`config.mk`:
```
export PLATFORM = sky130hd
export DESIGN_NAME = uart_rx_loader
export DESIGN_NICKNAME = d
export VERILOG_FILES = /design/src/rtl/uart_rx_loader_pkg.sv /design/src/rtl/uart_rx_loader_rx_sync.sv /design/src/rtl/uart_rx_loader.sv
export SDC_FILE = /design/constraint.sdc
export NUM_CORES = 1
export LEC_CHECK = 0
export CORE_ASPECT_RATIO = 0.9
export CORE_UTILIZATION = 49
export DETAILED_ROUTE_END_ITERATION = 7
export GPL_ROUTABILITY_DRIVEN = 0
export PLACE_DENSITY_LB_ADDON = 0.12
export SLEW_MARGIN = 0
export SYNTH_ARGS = -nofsm -noshare
export SYNTH_HDL_FRONTEND = slang
export SYNTH_SLANG_ARGS = --single-unit
```
`constraint.sdc`:
```
create_clock -name clk -period 2.3 [get_ports clk]
set_clock_uncertainty 0.2 [all_clocks]
set_input_delay 0.23 -clock clk [delete_from_list [all_inputs] [get_ports clk]]
set_output_delay 0.23 -clock clk [all_outputs]
set_load 0.01 [all_outputs]
```
`src/rtl/uart_rx_loader_pkg.sv`:
```
// uart_rx_loader_pkg: receiver FSM states and default baud constants,
// shared so a future transmitter can use the same encodings.
package uart_rx_loader_pkg;

    typedef enum logic [2:0] {S_IDLE, S_START, S_DATA, S_STOP, S_BREAK} uart_state_t;

    localparam int CLK_HZ           = 50_000_000;
    localparam int BAUD             = 115_200;
    localparam int DEF_CLKS_PER_BIT = CLK_HZ / BAUD;
    localparam int DEF_TIMEOUT_BITS = 32;

endpackage

```
`src/rtl/uart_rx_loader_rx_sync.sv`:
```
// rx_sync: two-flop synchroniser for an asynchronous input, resetting to RST_VAL.
module rx_sync #(
    parameter logic RST_VAL = 1'b1
) (
    input  logic clk,
    input  logic rst,
    input  logic d,
    output logic q
);

    logic [1:0] s_q;

    always_ff @(posedge clk or negedge rst) begin
        if (!rst) s_q <= {2{RST_VAL}};
        else      s_q <= {s_q[0], d};
    end

    assign q = s_q[1];

endmodule

```
`src/rtl/uart_rx_loader.sv`:
```
// uart_rx_loader: 8N1 UART receiver that packs bytes little-endian into
// 32-bit word writes at consecutive word-aligned addresses.
module uart_rx_loader
    import uart_rx_loader_pkg::*;
#(
    parameter int CLKS_PER_BIT = DEF_CLKS_PER_BIT,
    parameter int ADDR_W       = 32,
    parameter int TIMEOUT_BITS = DEF_TIMEOUT_BITS
) (
    input  logic              clk,
    input  logic              rst,
    input  logic              rx,
    input  logic              en,
    output logic              byte_valid,
    output logic [7:0]        byte_data,
    output logic              word_we,
    output logic [ADDR_W-1:0] word_addr,
    output logic [31:0]       word_data,
    output logic              frame_err,
    output logic              busy
);

    localparam int CW     = $clog2(CLKS_PER_BIT);
    localparam int TO_CYC = TIMEOUT_BITS * CLKS_PER_BIT;
    localparam int TW     = $clog2(TO_CYC);

    uart_state_t       state_q, state_d;
    logic [CW-1:0]     cnt_q, cnt_d;
    logic [2:0]        bit_q, bit_d;
    logic [7:0]        shift_q, shift_d;
    logic [1:0]        idx_q, idx_d;
    logic [ADDR_W-1:0] addr_q, addr_d;
    logic [31:0]       word_q, word_d;
    logic [TW-1:0]     to_q, to_d;
    logic [7:0]        bd_q, bd_d;
    logic              bv_q, bv_d, we_q, we_d, fe_q, fe_d;
    logic              rxs, tick;

    rx_sync #(.RST_VAL(1'b1)) u_sync (.clk(clk), .rst(rst), .d(rx), .q(rxs));

    assign tick = cnt_q == '0;

    always_comb begin
        state_d = state_q;
        cnt_d   = tick ? cnt_q : cnt_q - 1'b1;
        bit_d   = bit_q;
        shift_d = shift_q;
        idx_d   = we_q ? 2'd0 : idx_q;
        addr_d  = we_q ? addr_q + ADDR_W'(4) : addr_q;
        word_d  = word_q;
        to_d    = '0;
        bd_d    = bd_q;
        bv_d    = 1'b0;
        we_d    = 1'b0;
        fe_d    = 1'b0;
        case (state_q)
            S_IDLE: begin
                // a partial word left idle too long is abandoned
                if (idx_q != 2'd0) begin
                    to_d = to_q + 1'b1;
                    if (to_q == TW'(TO_CYC - 1)) begin
                        idx_d = 2'd0;
                        to_d  = '0;
                    end
                end
                if (!rxs && en) begin
                    state_d = S_START;
                    cnt_d   = CW'(CLKS_PER_BIT / 2 - 1);
                end
            end
            S_START: if (tick) begin
                state_d = rxs ? S_IDLE : S_DATA;
                cnt_d   = CW'(CLKS_PER_BIT - 1);
                bit_d   = 3'd0;
            end
            S_DATA: if (tick) begin
                shift_d = {rxs, shift_q[7:1]};
                cnt_d   = CW'(CLKS_PER_BIT - 1);
                bit_d   = bit_q + 3'd1;
                state_d = bit_q == 3'd7 ? S_STOP : S_DATA;
            end
            S_STOP: if (tick) begin
                state_d = rxs ? S_IDLE : S_BREAK;
                fe_d    = !rxs;
                if (rxs) begin
                    bv_d                  = 1'b1;
                    bd_d                  = shift_q;
                    word_d[8*idx_q +: 8]  = shift_q;
                    we_d                  = idx_q == 2'd3;
                    idx_d                 = idx_q == 2'd3 ? idx_q : idx_q + 2'd1;
                end
            end
            S_BREAK: state_d = rxs ? S_IDLE : S_BREAK;
            default: state_d = S_IDLE;
        endcase
        if (!en) begin
            state_d = S_IDLE;
            idx_d   = 2'd0;
            addr_d  = '0;
            word_d  = '0;
            to_d    = '0;
            bd_d    = '0;
            bv_d    = 1'b0;
            we_d    = 1'b0;
            fe_d    = 1'b0;
        end
    end

    always_ff @(posedge clk or negedge rst) begin
        if (!rst) begin
            state_q <= S_IDLE;
            cnt_q   <= '0;
            bit_q   <= '0;
            shift_q <= '0;
            idx_q   <= '0;
            addr_q  <= '0;
            word_q  <= '0;
            to_q    <= '0;
            bd_q    <= '0;
            bv_q    <= 1'b0;
            we_q    <= 1'b0;
            fe_q    <= 1'b0;
        end else begin
            state_q <= state_d;
            cnt_q   <= cnt_d;
            bit_q   <= bit_d;
            shift_q <= shift_d;
            idx_q   <= idx_d;
            addr_q  <= addr_d;
            word_q  <= word_d;
            to_q    <= to_d;
            bd_q    <= bd_d;
            bv_q    <= bv_d;
            we_q    <= we_d;
            fe_q    <= fe_d;
        end
    end

    assign byte_valid = bv_q;
    assign byte_data  = bd_q;
    assign word_we    = we_q;
    assign word_addr  = addr_q;
    assign word_data  = word_q;
    assign frame_err  = fe_q;
    assign busy       = state_q != S_IDLE;

endmodule
```
==> flow_summary.ini <==
[power]
power.density_nw_per_um2 = 712
finalPower_mw = 5.16
ir_drop_uv = 751
power.leakage_nw = 3.03

[die]
initial_core_util_pct = 51.4
core_um2 = 10500
num_io_pins = 80
die_x_um = 112
die-area_um2 = 11400
std_cell_rows = 35
die_h_um = 101

[worst_setup_path]
criticalPathCategory = flop to flop
worst-path-max-fanout = 15
cp.required_ns = 2.44
crit_arrival_ns = 2.39
worstSetupStartpointType = flop
cp-end-kind = flop

[finish]
antenna_cells = 0
syn_to_final_growth_pct = 34.9
nFillCells = 806
fin_util_pct = 69.3
final-seq-area_um2 = 2860
multi_input_area_um2 = 2370
drive_above_1_share_pct = 14.8
postLayoutCellArea_um2 = 7260
final_nets = 673

[drt]
drcViolationCount = 0
dr.pass1.iters = 6
vias_per_cell = 5.75
wl_per_cell_um = 16.5
vias = 4597
ant_nets = 0
drt_iter0_drc = 282
totalWireLength_mm = 13.2

[synthesis]
synth_most_common_cell = dfrtp_1
synthTopCellsByCount = dfrtp_1, nand2_1, a21oi_1
yosys_register_bits = 114
syn_avg_cell_area_um2 = 9.94
synth_ff_type = dfrtp_1
syn_area_um2 = 5380
synth-seq-area-share_pct = 53.1
synth_area_leaders = dfrtp_1, nand2_1, a21oi_1
synth-edff-count = 0
yosysTopAreaCellShare_pct = 52.1
ys_async_sr_fraction_pct = 100
synth_cell_type_count = 55
synth_area_leader_cell = dfrtp_1
yosys_warnings = 0
synth_cells = 541

[timing]
finalHoldViolCount = 0
finalCritPeriodShare_pct = 97.9
min_period_ns = 2.25
max_freq_ghz = 0.444
finalSetupViolCount = 0
tightest_slew_ns = 0.495
final_max_slew_viol_count = 0
timing.setup.tns_ns = 0
slew_headroom_pct = 66.2

[clocking]
clk_pin_slew_ns = 0.05
cts-root-buf = clkbuf_16
cts_max_path_buffers = 2
cts_sinks = 114
htreeDepth = 4
clk_latency_ns = 0.41
cts_tree = built
cts_buffers = 17

[place]
hpwl_mm = 8.94
portBuffers = 77
dpl_cell_area_um2 = 6540

[grt]
gr-total-overflow = 0
grt_pass1_wl_mm = 21.9
top_usage_layer = met2
use_met2_pct = 39.8
globalRouteMet1Util_pct = 33.5
use_met3_pct = 4.85
antenna_found_initial = 0
gr-usage-all-layers_pct = 24.7
grt_max_degree = 50
grt_pass1_vias = 4401

[outcome]
status = finished clean

[min_path]
hp-class = input pin to flop

[run]
cap_violations = 0
-- worst max-delay path, cell delays in order (launching register included) --
cell and delay [ns]:
dfrtp_1 0.35, ha_2 0.19, nand2_2 0.06, or4_1 0.54
buf_6 0.17, or4_4 0.51, a21oi_2 0.15
-- kinds of logic (layout without fill, tap and decap cells) --
| family | count (synthesis) | count (layout) | share of synthesized area (%) |
|---|---|---|---|
| xor+xnor | 24 | 24 | 3.91 |
| flops | 114 | 114 | 53.1 |
| buf+inv | 53 | 181 | 4.07 |
| other cells | 1 | 2 | 0.0697 |
| compound gates | 104 | 104 | 12.0 |
| mux | 12 | 12 | 2.30 |
| simple gates | 222 | 222 | 22.0 |
| fa+ha+maj | 11 | 11 | 2.56 |
-- cells in the final DEF, fill, tap and decap left out, types with 14 or more instances in the layout --
cell | synthesis | layout
buf_4 | 3 | 45
clkbuf_16 | 0 | 17
nand3_1 | 35 | 35
nor2_1 | 33 | 33
clkdlybuf4s50_1 | 0 | 76
o31ai_1 | 18 | 18
nand2_1 | 60 | 60
inv_1 | 24 | 24
xnor2_1 | 14 | 14
dfrtp_1 | 112 | 112
nand4_1 | 14 | 14
a21oi_1 | 40 | 37
o21ai_1 | 17 | 17
-- stage by stage --
| step | std cells | hold WS, ns | setup slack (ns) |
|---|---|---|---|
| floorplan | 542 | -0.266 | 0.0259 |
| global placement | 764 | -0.0247 | 0.0958 |
| detailed placement | 764 | -0.0251 | 0.0161 |
| CTS | 796 | 0.0563 | 0.0153 |
| global route | 799 | 0.0680 | -0.0114 |
| finish | 799 | 0.0657 | 0.0492 |
-- layout make-up --
cell class              instances  area share [%]
inverters                      25            1.29
clock inverters                10            2.17
multi-input cells             375            32.6
repair buffers                125            16.0
well taps                     129            2.22
clock buffers                  21            6.34
flip-flops and latches        114            39.3
-- metal layers --
| layer | wire length, um | vias to the layer above | share of wire (%) |
|---|---|---|---|
| met1 | 6040 | 2275 | 46 |
| met2 | 6440 | 119 | 49 |
| met5 | 0 | - | 0 |
| met3 | 509 | 16 | 3.9 |
| met4 | 180 | 0 | 1.4 |
| li1 | - | 2187 | - |
-- worst paths after layout --
kind | end | slack (ns) | start | cells after the start
min | u_sync.s_q[0] | 0.07 | rx | 1
max reg2reg | word_addr[30] | 0.05 | word_addr[3] | 6
max in group asynchronous | cnt_q[5] | 1.00 | rst | 3
min in group asynchronous | word_data[30] | 0.08 | rst | 2
min reg2reg | u_sync.s_q[1] | 0.16 | u_sync.s_q[0] | 0
max | word_addr[30] | 0.05 | word_addr[3] | 6
-- sequential cells by signal, indices dropped and copies added, names as in the netlist --
register and cells:
to_q 14, byte_data 8, word_addr 30, idx_q 2
cnt_q 9, shift_q 8, frame_err 1, byte_valid 1
state_q 3, word_we 1, bit_q 3, u_sync.s_q 2
word_data 32
-- power breakdown --
group          internal (mW)  switching (mW)
combinational          0.118           0.176
sequential              2.06          0.0554
clock                   1.86           0.896
total                   4.04            1.13
-- timing repair --
item                                    4_1_cts  5_1_grt
setup buffers                                 0        3
hold buffers                                  1        0
endpoints found under the setup margin        0       24
endpoints found under the hold margin        73        0
resized for setup                             0       15
(Power assumes the default switching activity.)
